==> src/rtl/source_queue_if.sv <==
// Host/consumer-facing signal bundle for source_queue: push side, occupancy status and head-of-queue delivery.
// The master modport is the environment (host + consumer); the slave modport is the queue itself.
interface source_queue_if #(
   parameter int DEPTH = 8
);
   logic                     wr_en;
   logic [10:0]              wr_data;
   logic                     full;
   logic [$clog2(DEPTH):0]   count;
   logic                     overflow;
   logic                     rready;
   logic [10:0]              out;
   logic                     read;

   modport master (
      output wr_en, wr_data, read,
      input  full, count, overflow, rready, out
   );

   modport slave (
      input  wr_en, wr_data, read,
      output full, count, overflow, rready, out
   );
endinterface

==> src/rtl/source_queue.sv <==
// Circular-buffer source queue feeding an 11-bit consumer; optional SOURCE_QUEUE_CLAMP_EN saturates pushes to +/-999.
// Latency: push into an empty queue shows on rready/out one cycle later; pop takes effect on the read edge.
// Backpressure: host sees full; a push while full is dropped unless a pop happens the same cycle, which sets sticky overflow.
module source_queue #(
   parameter int DEPTH = 8
) (
   input  logic           clk,
   input  logic           rst,
   source_queue_if.slave  q
);
   localparam int AW = (DEPTH > 1) ? $clog2(DEPTH) : 1;
   localparam int CW = $clog2(DEPTH) + 1;
   localparam logic [CW-1:0] FULL_CNT = CW'(DEPTH);

   logic [10:0]   mem [DEPTH];
   logic [AW-1:0] head;
   logic [AW-1:0] tail;
   logic [CW-1:0] cnt;
   logic          ovf;
   logic          nonempty;
   logic          is_full;
   logic          pop;
   logic          push;
   logic [10:0]   wdat;

   assign nonempty = (cnt != '0);
   assign is_full  = (cnt == FULL_CNT);
   // A read against an empty queue is simply ignored; a full queue still accepts when it pops.
   assign pop      = q.read && nonempty;
   assign push     = q.wr_en && (!is_full || pop);

`ifdef SOURCE_QUEUE_CLAMP_EN
   localparam logic signed [10:0] CLAMP_HI = 11'sd999;
   localparam logic signed [10:0] CLAMP_LO = -11'sd999;

   always_comb begin
      wdat = q.wr_data;
      if ($signed(q.wr_data) > CLAMP_HI)
         wdat = CLAMP_HI;
      else if ($signed(q.wr_data) < CLAMP_LO)
         wdat = CLAMP_LO;
   end
`else
   assign wdat = q.wr_data;
`endif

   always_ff @(posedge clk or negedge rst) begin
      if (!rst) begin
         head <= '0;
         tail <= '0;
         cnt  <= '0;
         ovf  <= 1'b0;
      end else begin
         if (pop)
            head <= head + AW'(1);
         if (push)
            tail <= tail + AW'(1);
         if (push && !pop)
            cnt <= cnt + CW'(1);
         else if (pop && !push)
            cnt <= cnt - CW'(1);
         if (q.wr_en && !push)
            ovf <= 1'b1;
      end
   end

   // Storage needs no reset: cnt gates visibility, so stale entries never reach out.
   always_ff @(posedge clk) begin
      if (push)
         mem[tail] <= wdat;
   end

   assign q.rready   = nonempty;
   assign q.out      = nonempty ? mem[head] : '0;
   assign q.full     = is_full;
   assign q.count    = cnt;
   assign q.overflow = ovf;
endmodule

==> src/flat_wrapper.sv <==
// flat-port wrapper written by rule: the top's interface ports become plain ports
module source_queue_flat 
#(
   parameter int DEPTH = 8
)
  (clk, rst, q_wr_en, q_wr_data, q_read, q_full, q_count, q_overflow, q_rready, q_out);
  source_queue_if #(.DEPTH(DEPTH)) q_i ();
  input  logic clk;
  input  logic rst;
  input wire logic [$bits(q_i.wr_en)-1:0] q_wr_en;
  input wire logic [$bits(q_i.wr_data)-1:0] q_wr_data;
  input wire logic [$bits(q_i.read)-1:0] q_read;
  output wire logic [$bits(q_i.full)-1:0] q_full;
  output wire logic [$bits(q_i.count)-1:0] q_count;
  output wire logic [$bits(q_i.overflow)-1:0] q_overflow;
  output wire logic [$bits(q_i.rready)-1:0] q_rready;
  output wire logic [$bits(q_i.out)-1:0] q_out;
  assign q_i.wr_en = q_wr_en;
  assign q_i.wr_data = q_wr_data;
  assign q_i.read = q_read;
  assign q_full = q_i.full;
  assign q_count = q_i.count;
  assign q_overflow = q_i.overflow;
  assign q_rready = q_i.rready;
  assign q_out = q_i.out;
  source_queue #(.DEPTH(DEPTH)) u_core (.clk(clk), .rst(rst), .q(q_i));
endmodule
==> config.mk <==
export PLATFORM = sky130hd
export DESIGN_NAME = source_queue_flat
export DESIGN_NICKNAME = d
export VERILOG_FILES = /design/src/rtl/source_queue_if.sv /design/src/rtl/source_queue.sv /design/src/flat_wrapper.sv
export SDC_FILE = /design/constraint.sdc
export NUM_CORES = 1
export LEC_CHECK = 0
export CORE_MARGIN = 2
export CORE_UTILIZATION = 57
export CTS_CLUSTER_DIAMETER = 100
export DETAILED_ROUTE_END_ITERATION = 16
export MAX_ROUTING_LAYER = met4
export PLACE_DENSITY = 0.86
export SKIP_LAST_GASP = 1
export SLEW_MARGIN = 10
export SYNTH_ARGS = -nofsm -noshare
export SYNTH_HDL_FRONTEND = slang
export SYNTH_SLANG_ARGS = --single-unit
==> constraint.sdc <==
create_clock -name clk -period 3.29 [get_ports clk]
set_clock_uncertainty 0.05 [all_clocks]
set_input_delay 0.658 -clock clk [delete_from_list [all_inputs] [get_ports clk]]
set_output_delay 0.658 -clock clk [all_outputs]
set_load 0.02 [all_outputs]
==> results.sh, run 1 <==
export IMPL_num_io_pins=33
export IMPL_final_core_util_pct=69.5
export IMPL_setup_worst_path_class="flip-flop to output pin"
export IMPL_setup_reg_to_reg_worst_slack_ns=0.30
export IMPL_postSynth_topFlopCell="edfxtp_1"
export IMPL_worst_skew_pair_late_latency_ns=0.34
export IMPL_power_ir_vdd_worst_uv=584
export IMPL_post_cts_setup_buffers=0
export IMPL_cts_max_path_bufs=2
export IMPL_fp_dieW_um=87.6
export IMPL_synth_async_reset_ratio_pct=11.1
export IMPL_grt_start_max_net_pins=25
export IMPL_grt_pass1_wl_mm=11.2
export IMPL_routed_via_count=2046
export IMPL_cp_data_required_time_ns=2.58
export IMPL_synth_enable_flop_cells=88
export IMPL_port_buf_inserts=32
export IMPL_drt_iter0_drc=122
export IMPL_setup_viol=0
export IMPL_ys_top_cells_by_count="edfxtp_1 (88), mux4_2 (22), a22o_1 (11), dfrtp_1 (11), xnor2_1 (6)"
export IMPL_antenna_cells=0
export IMPL_tritoncts_num_buffers=9
export IMPL_yosys_area_top_type="edfxtp_1"
export IMPL_floorplan_die_height_um=87.6
export IMPL_synth_warnings=0
export IMPL_critPathMaxStageDelay_ns=0.57
export IMPL_tritoncts="built"
export IMPL_timing_final_max_slew_violations=0
export IMPL_antenna_violating_nets_post_route=0
export IMPL_routed_wl_mm=7.21
export IMPL_finalSetupTns_ns=0
export IMPL_die_area_um2=7680
export IMPL_p_leak_nw=1.67
export IMPL_number_of_antenna_violations_at_the_first_check_in_global_routing=0
export IMPL_yosysTopAreaCellShare_pct=66.3
export IMPL_cts_root_buf="clkbuf_8"
export IMPL_slew_headroom_pct=54.6
export IMPL_worstSetupEndpointType="output pin"
export IMPL_first_pass_iteration_count_of_the_detailed_router=4
export IMPL_ffs_latches_synth=99
export IMPL_crit_path_time_final_ns=3.19
export IMPL_worstPathMaxFanout=11
export IMPL_cts_sink_count=99
export IMPL_drt_wirelength_per_cell_um=21.0
export IMPL_gr_total_overflow=0
export IMPL_cp_slowest_cell="or4_1"
export IMPL_maxCapViolations=0
export IMPL_synth_net_count=218
export IMPL_gp_routability_congestion=0.813
export IMPL_stdcell_count=344
export IMPL_placed_wire_length_estimate_mm=4.55
export IMPL_yosys_cell_count_top_type="edfxtp_1"
export IMPL_timing_fmax_ghz=0.313
export IMPL_status="completed"
export IMPL_final_nets=264
export IMPL_power_per_cell_area_nw_per_um2=894
export IMPL_first_global_vias=2119
export IMPL_grt_setup_unrepaired="no"
export IMPL_synth_lib_cells_used_distinct=35
export IMPL_max_slew_worst_pin_slew_ns=0.678
export IMPL_globalRouteTotalUtil_pct=21.1
export IMPL_layout_area_overhead_vs_synth_pct=18.4
export IMPL_initial_core_util_pct=58.7
export IMPL_post_route_cells_drive_above_1_share_pct=24.2
export IMPL_clkSlewWorstSetupHoldPaths_ns=0.09
export IMPL_rows=30
export IMPL_worst_endpoint_arrival_ns=2.49
export IMPL_biggest_area_contributors_in_the_synthesized_netlist="edfxtp_1 (66%), mux4_2 (12%), dfrtp_1 (6.9%), a22o_1 (2.4%), ha_1 (1.6%)"
export IMPL_synth_cell_area_um2=3990
export IMPL_hp_class="flip-flop to flip-flop"
export IMPL_synth_area_per_cell_um2=20.2
export IMPL_worstPathCellList="or4_1 -> buf_4 -> and2_4 -> a22o_1 -> clkdlybuf4s50_1"
export IMPL_route_detailed_drc=0
export IMPL_via_per_inst=5.95
export IMPL_std_cell_core_area_um2=6790
export IMPL_htreeDepth=3
export IMPL_synth_seq_area_share_pct=73.2
export IMPL_post_place_cells=328
export IMPL_final_hold_violation_count=0
export IMPL_netlist_instances=197
export IMPL_cp_startpoint_kind="flip-flop"
export IMPL_timing_final_crit_share_pct=97.1
-- timing repair --
action	4_1_cts	5_1_grt
endpoints found under the setup margin	11	11
pin swaps	0	0
gates resized for setup	1	11
hold buffers	0	0
-- flip-flops by register name, indices dropped and copies added (netlist names) --
register and flops:
u_core.head 3, u_core.mem 88, u_core.q.count 4, u_core.q.overflow 1, u_core.tail 3
-- layout by cell type (no fill, tap or decap), types with 4 or more instances in the layout --
cell             netlist  final
a22o_1                11     11
nor3_1                 4      4
mux4_2                22     22
edfxtp_1              88     88
clkdlybuf4s50_1        0     22
dfrtp_1               11     10
o211ai_1               4      4
xnor2_1                6      6
ha_1                   5      5
dlymetal6s2s_1         0     10
buf_4                  0     13
clkbuf_8               0      9
nand2_1                4      4
-- power breakdown --
group / internal (mW) / switching, mW / leakage, nW
Clock: 0.352 / 0.397 / 0.0927
Combinational: 0.861 / 0.859 / 0.654
Sequential: 1.61 / 0.142 / 0.927
-- final timing paths --
| path | cells past startpoint | from | end |
|---|---|---|---|
| setup / recovery | 5 | u_core.q.count[0] | q_out[9] |
| hold / removal | 1 | u_core.q.overflow | u_core.q.overflow |
| setup reg to reg | 9 | u_core.q.count[0] | u_core.q.count[3] |
| hold reg to reg | 1 | u_core.q.overflow | u_core.q.overflow |
| max in group asynchronous | 1 | rst | u_core.q.count[0] |
| min in group asynchronous | 1 | rst | u_core.q.count[2] |
-- routing by layer --
layer  track usage, %  wire (um)  part of all wire, %
met3             4.24        423                  5.9
met2             32.6       3620                   50
met4             6.43         70                 0.97
met5                -          0                    0
met1             28.9       3110                   43
-- cell families (layout without fill, tap and decap cells) --
group	Yosys count	count (layout)	share of synthesized area, %
compound gates	21	21	4.43
xor+xnor	6	6	1.32
fa+ha+maj	6	6	2.07
buf+inv	14	65	1.85
flops	99	99	73.2
mux	26	26	13.5
simple gates	25	25	3.61
-- through the flow --
step | cell area (um^2) | worst slack (ns) | hold slack, ns | total power, mW
3_3_place_gp | 4500 | 0.218 | 0.391 | 3.47
3_5_place_dp | 4500 | 0.175 | 0.405 | 3.53
2_1_floorplan | 3990 | 0.337 | 0.312 | 2.88
6_report | 4720 | 0.0950 | 0.422 | 4.22
4_1_cts | 4690 | 0.00304 | 0.430 | 4.28
5_1_grt | 4720 | 0.00588 | 0.446 | 4.42
-- cell type report --
cell class,count,area [um^2]
sequential,99,2920
fill,435,2070
multi-input combinational,84,1010
timing repair buffer,46,463
clock buffer,10,128
tap,96,120
clock inverter,6,63.8
inverter,3,11.3
-- critical path, delay by kind of cell, from the launching register on --
| family | cells | cell delay (ns) |
|---|---|---|
| DFF | 1 | 0.47 |
| AOI/OAI and AO/OA | 1 | 0.19 |
| buffers and inverters | 2 | 0.70 |
| and+or+nand+nor | 2 | 0.78 |
(Power assumes the default switching activity.)
==> run 2, diff against run 1 <==
--- a/config.mk
+++ b/config.mk
@@ -7,9 +7,8 @@
 export LEC_CHECK = 0
 export CORE_MARGIN = 2
 export CORE_UTILIZATION = 57
-export CTS_CLUSTER_DIAMETER = 100
+export CTS_CLUSTER_DIAMETER = 200
 export DETAILED_ROUTE_END_ITERATION = 16
-export MAX_ROUTING_LAYER = met4
 export PLACE_DENSITY = 0.86
 export SKIP_LAST_GASP = 1
 export SLEW_MARGIN = 10
==> run 2 against run 1 <==
Net effect:
- non-clock buffer count stayed put
- die area stayed put
- first-iteration DRC count down 1.6%
- worst hold slack hardly changed
- global-route usage down 0.65 points
- cell count stayed put
- clock power about the same
- count of clock-buffer cells in the layout stayed put
- sequential share of layout area did not move
- routed wire length up 0.44%
- register-to-register slack is essentially flat
- largest cell class unchanged
- largest power group unchanged
- highest routed layer unchanged
==> results.sh, run 2 (synthesis gave the netlist of run 1 again) <==
export IMPL_antenna_cells=0
export IMPL_gr_total_overflow=0
export IMPL_cts_max_path_bufs=2
export IMPL_worstPathCellList="or4_1 -> buf_4 -> and2_4 -> a22o_1 -> clkdlybuf4s50_1"
export IMPL_cp_slowest_cell="or4_1"
export IMPL_worst_hold_startpoint="u_core.q.overflow"
export IMPL_tritoncts="built"
export IMPL_grt_pass1_wl_mm=11.2
export IMPL_via_per_inst=5.86
export IMPL_grt_setup_unrepaired="no"
export IMPL_grt_start_max_net_pins=25
export IMPL_post_route_cells_drive_above_1_share_pct=24.2
export IMPL_largest_register_ffs=88
export IMPL_hold_fix_buffer_count_after_cts=0
export IMPL_tritoncts_num_buffers=9
export IMPL_final_hold_violation_count=0
export IMPL_htreeDepth=3
export IMPL_n_fill_cell=435
export IMPL_place_area_um2=4500
export IMPL_routed_wl_mm=7.25
export IMPL_cp_data_required_time_ns=2.58
export IMPL_largest_register="u_core.mem"
export IMPL_die_area_um2=7680
export IMPL_timing_final_max_slew_violations=0
export IMPL_r2r_cells=9
export IMPL_maxCapViolations=0
export IMPL_cp_buffers_inverters=2
export IMPL_hold_ws_ns=0.422
export IMPL_final_nets=264
export IMPL_floorplan_die_height_um=87.6
export IMPL_setup_viol=0
export IMPL_cp_startpoint_kind="flip-flop"
export IMPL_clkSlewWorstSetupHoldPaths_ns=0.09
export IMPL_cts_root_buf="clkbuf_8"
export IMPL_rows=30
export IMPL_fin_area_um2=4720
export IMPL_initial_core_util_pct=58.7
export IMPL_timing_fmax_ghz=0.312
export IMPL_setup_reg_to_reg_worst_slack_ns=0.29
export IMPL_status="completed"
export IMPL_worst_skew_pair_late_latency_ns=0.35
export IMPL_gp_routability_congestion=0.801
export IMPL_worst_hold_path_endpoint="u_core.q.overflow"
export IMPL_post_cts_setup_buffers=0
export IMPL_worst_endpoint_arrival_ns=2.50
export IMPL_num_io_pins=33
export IMPL_layout_area_overhead_vs_synth_pct=18.4
export IMPL_routed_via_count=2016
export IMPL_globalRouteTotalUtil_pct=20.4
export IMPL_slew_headroom_pct=55.4
export IMPL_drt_iter0_drc=120
export IMPL_critPathMaxStageDelay_ns=0.57
export IMPL_hp_class="flip-flop to flip-flop"
export IMPL_setup_worst_path_class="flip-flop to output pin"
export IMPL_worstSetupEndpointType="output pin"
export IMPL_first_pass_iteration_count_of_the_detailed_router=4
export IMPL_antenna_violating_nets_post_route=0
export IMPL_std_cell_core_area_um2=6790
export IMPL_route_detailed_drc=0
export IMPL_rr_startpoint="u_core.q.count[0]"
export IMPL_first_global_vias=2125
export IMPL_number_of_antenna_violations_at_the_first_check_in_global_routing=0
export IMPL_finalSetupTns_ns=0
export IMPL_drt_wirelength_per_cell_um=21.1
export IMPL_max_slew_worst_pin_slew_ns=0.666
export IMPL_crit_reg2reg_capture="u_core.q.count[3]"
export IMPL_fp_dieW_um=87.6
export IMPL_power_per_cell_area_nw_per_um2=894
export IMPL_placed_wire_length_estimate_mm=4.55
export IMPL_p_leak_nw=1.67
export IMPL_crit_path_time_final_ns=3.21
export IMPL_timing_final_crit_share_pct=97.5
export IMPL_layout_cells_most_common="edfxtp_1"
export IMPL_cp_top_family="simple AND/OR/NAND/NOR gates"
export IMPL_worstPathMaxFanout=11
export IMPL_power_ir_vdd_worst_uv=584
export IMPL_layout_cells_most_common_list="edfxtp_1 (88), mux4_2 (22), clkdlybuf4s50_1 (22)"
export IMPL_port_buf_inserts=32
export IMPL_cts_sink_count=99
export IMPL_hold_depth=1
[run 2: how the worst max path moves through the flow]
stage / end / start / cells after the start
floorplan: u_core.q.count[3] / u_core.q.count[0] / 10
global placement: u_core.q.count[3] / q_read / 8
CTS: q_out[6] / u_core.q.count[0] / 5
finish: q_out[9] / u_core.q.count[0] / 5
detailed placement: u_core.q.count[3] / q_read / 8
global route: q_out[9] / u_core.q.count[0] / 5
[run 2: what timing repair did]
item | 4_1_cts | 5_1_grt
setup endpoints to repair | 11 | 11
pin swaps | 0 | 0
gates cloned | 0 | 0
gates resized for setup | 1 | 11
[run 2: final cells by class]
cell class / count / area (um^2) / area share (%)
clock inverters: 6 / 63.8 / 1.35
flip-flops and latches: 99 / 2920 / 61.9
inverters: 3 / 11.3 / 0.239
clock buffers: 10 / 128 / 2.70
multi-input cells: 84 / 1010 / 21.5
well taps: 96 / 120 / 2.55
repair buffers: 46 / 463 / 9.81
[run 2: per-stage QoR]
step	instances	total power, mW	utilization, %	setup slack, ns
final	344	4.22	69.5	0.0828
after global routing	344	4.42	69.5	0.00589
after CTS	344	4.28	69.1	0.00304
after detailed placement	328	3.53	66.2	0.175
after global placement	328	3.47	66.2	0.218
after floorplan	197	2.88	-	0.337
[run 2: power breakdown]
part	switching, mW	internal (mW)	leakage, nW
combinational	0.858	0.861	0.654
sequential	0.144	1.61	0.927
clock	0.399	0.352	0.0927
total	1.40	2.82	1.67
[run 2: worst register-to-register path, delay by kind of cell, from the launching register on]
family                     cells  cell delay [ns]
buffers and inverters          2             0.31
adders and majority gates      2             0.64
and+or+nand+nor                3             1.21
DFF                            1             0.47
AOI/OAI and AO/OA              2             0.21
[run 2: routing by layer]
metal / track usage, % / wire length (um) / up-vias
met5: 0 / 0 / -
li1: - / - / 901
met1: 28.7 / 3280 / 1059
met3: 4.24 / 250 / 9
met4: 6.43 / 87 / 0
met2: 32.9 / 3630 / 47
==> RTL edit, RTL diff (config.mk and constraints of run 1) <==
Add a define of `SOURCE_QUEUE_CLAMP_EN`.
--- a/src/rtl/source_queue.sv
+++ b/src/rtl/source_queue.sv
@@ -1,6 +1,8 @@
 // Circular-buffer source queue feeding an 11-bit consumer; optional SOURCE_QUEUE_CLAMP_EN saturates pushes to +/-999.
 // Latency: push into an empty queue shows on rready/out one cycle later; pop takes effect on the read edge.
 // Backpressure: host sees full; a push while full is dropped unless a pop happens the same cycle, which sets sticky overflow.
+`define SOURCE_QUEUE_CLAMP_EN
+
 module source_queue #(
    parameter int DEPTH = 8
 ) (
Function: changed (a bounded check fails within 4 cycles, from zero or initial values and one cycle with rst low).
==> RTL edit against run 1 <==
  * Setup slack better by 0.016 ns
  * Cell area is 5.1% higher
  * First-iteration DRC count is 51% higher
  * Die area is 3.6% higher
  * Sequential cell count stayed put
  * Power is 6.3% higher
  * Count of clock-buffer cells in the layout is 1 lower
  * Register-to-register slack worse by 0.19 ns
  * Area after synthesis is 3.8% higher
  * Wire length is 8.6% higher
  * Largest cell class unchanged
==> RTL edit: results (changes against run 1) <==
- Top post-synthesis cells by count: 88 x edfxtp_1, 22 x mux4_2, 11 x a22o_1, 11 x dfrtp_1, 11 x inv_1 (was 88 x edfxtp_1, 22 x mux4_2, 11 x a22o_1, 11 x dfrtp_1, 6 x xnor2_1)
- Number of antenna violations at the first check in global routing: 0 (unchanged)
- Cell Count Post-Placement: 363 (was 328)
- Worst Path Arrival: 3.37 ns (was 2.49 ns)
- Worst-case reg-to-reg path depth: 9 (unchanged)
- Number of flip-flops under the largest register name: 88 (unchanged)
- Part of the power in the clock network: 21.9% (was 17.8%)
- Unique masters post-synth: 37 (was 35)
- Largest cells by area after synthesis: edfxtp_1 64%, mux4_2 12%, dfrtp_1 6.7% (was edfxtp_1 66%, mux4_2 12%, dfrtp_1 6.9%)
- Maximum number of pins on one net before global-route repair: 25 (unchanged)
- Layout cells sized above 1: 22.2% (was 24.2%)
- Depth of the worst hold-timing path: 1 (unchanged)
- Slew at the pin with the worst max-slew slack: 0.872 ns (was 0.678 ns)
- Global Route Usage Sum: 21.8% (was 21.1%)
- Post-synth EDFFs: 88 (unchanged)
- CTS Root Cell: clkbuf_8 (unchanged)
- Num CTS Buffers: 9 (unchanged)
- Maximum fanout along the worst path: 7 (was 11)
- Fraction of met1 tracks used by global routing: 27.7% (was 28.9%)
- Combinational power share: 39.2% (was 40.8%)
- Global-route track usage on met2: 35.2% (was 32.6%)
- Initial DRC count: 184 (was 122)
- Flip-flop cell with the highest count after synthesis: edfxtp_1 (unchanged)
- Net Sw Frac: 31.5% (was 33.2%)
- Worst skew pair latency: 0.35 ns
- Vias per cell: 5.84 (was 5.95)
- Last weighted congestion value of the routability-driven placer: 0.807 (was 0.813)
- Classification of the worst-slack hold path: register to register (unchanged)
- Count of H-tree levels built during CTS: 3 (unchanged)
- Global-route track usage on met3: 3.69% (was 4.24%)
- Number of buffers inserted by post-CTS setup repair: 0 (unchanged)
- Register ranked first by flip-flop count: u_core.mem (unchanged)
- Antenna cells: 0 (unchanged)
- Clock buffer depth: 2 (unchanged)
- Async set-or-reset flop fraction in the synthesized netlist: 11.1% (unchanged)
- IR drop worst, VDD: 0.641 mV (was 0.584 mV)
- # nets final: 297 (was 264)
- Leakage power figure: 1.83 nW (was 1.67 nW)
- Warnings from Yosys: 0 (unchanged)
- Detail-routed net length per standard cell: 20.7 um (was 21.0 um)
- Input/output buffers: 32 (unchanged)
- Number of maximum-capacitance violations: 0 (unchanged)
- Post-synth net total: 248 (was 218)
- Wire length of the first global-routing pass: 11800 um (was 11200 um)
- Initial Util: 58.0% (was 58.7%)
- Via count of the first global-routing pass: 2150 (was 2119)
- Clock transition at the registers of the reported paths: 0.09 ns (about the same)
- Internal power: 3.07 mW (was 2.82 mW)
- Post-DP Area: 4670 um^2 (was 4500 um^2)
- Finished Layout Cells: 378 (was 344)
- Setup slack at placement: 0.0593 ns (was 0.175 ns)
- Post-DP HPWL: 4960 um (was 4550 um)
- Outcome: finished, final reports clean (unchanged)
- Sequential element share of the synthesized area: 70.5% (was 73.2%)
- Synthesized instance count: 226 (was 197)
- Detailed Routing Iterations Pass 1: 4 (unchanged)
==> RTL edit: changes by cell type in the layout (fill, tap and decap cells not counted), moves of 3 or more <==
cell	delta
buf_4	+4
bufinv_16	+3
inv_1	+8
nor2_1	+3
o21ai_0	+7
==> RTL edit: cell families (layout without fill, tap and decap cells) <==
family	Yosys count	in the layout	share of synthesized area [%]
fa+ha+maj	7	7	2.30
buf+inv	23	76	2.60
xor+xnor	6	6	1.27
simple gates	33	33	4.33
flops	99	99	70.5
compound gates	32	32	5.93
mux	26	26	13.0
==> RTL edit: area by class of cell <==
type / count / area (um^2)
Fill cell: 467 / 2180
Tap cell: 99 / 124
Multi-Input combinational cell: 104 / 1120
Clock buffer: 9 / 124
Sequential cell: 99 / 2920
Clock inverter: 6 / 138
Timing Repair Buffer: 50 / 495
Inverter: 11 / 41.3
==> RTL edit: routing by layer <==
metal  up-vias  part of all wire [%]
met3        12                   5.1
met5         -                     0
met2        82                    53
met1      1109                    40
met4         0                   2.0
li1       1003                     -
==> RTL edit: path summary, 6_finish.rpt <==
check,startpoint,to,slack [ns]
min,u_core.q.overflow,u_core.q.overflow,0.42
max,u_core.q.count[0],u_core.q.count[3],0.11
max in group asynchronous,rst,u_core.q.count[0],2.25
min in group asynchronous,rst,u_core.q.overflow,0.58
max reg2reg,u_core.q.count[0],u_core.q.count[3],0.11
min reg2reg,u_core.q.overflow,u_core.q.overflow,0.42
==> RTL edit: critical path, cell delays in order (launching register included) <==
cell and delay [ns]:
dfrtp_2 0.46, or4b_1 0.66, o21ai_4 0.29, inv_1 0.08
ha_1 0.27, inv_1 0.16, ha_1 0.31, or4_1 0.54
o211ai_1 0.13, o211ai_1 0.11
==> RTL edit: what timing repair did <==
item	CTS	global route
setup endpoints to repair	11	12
hold endpoints to repair	0	0
resized for setup	1	12
hold buffers	0	0
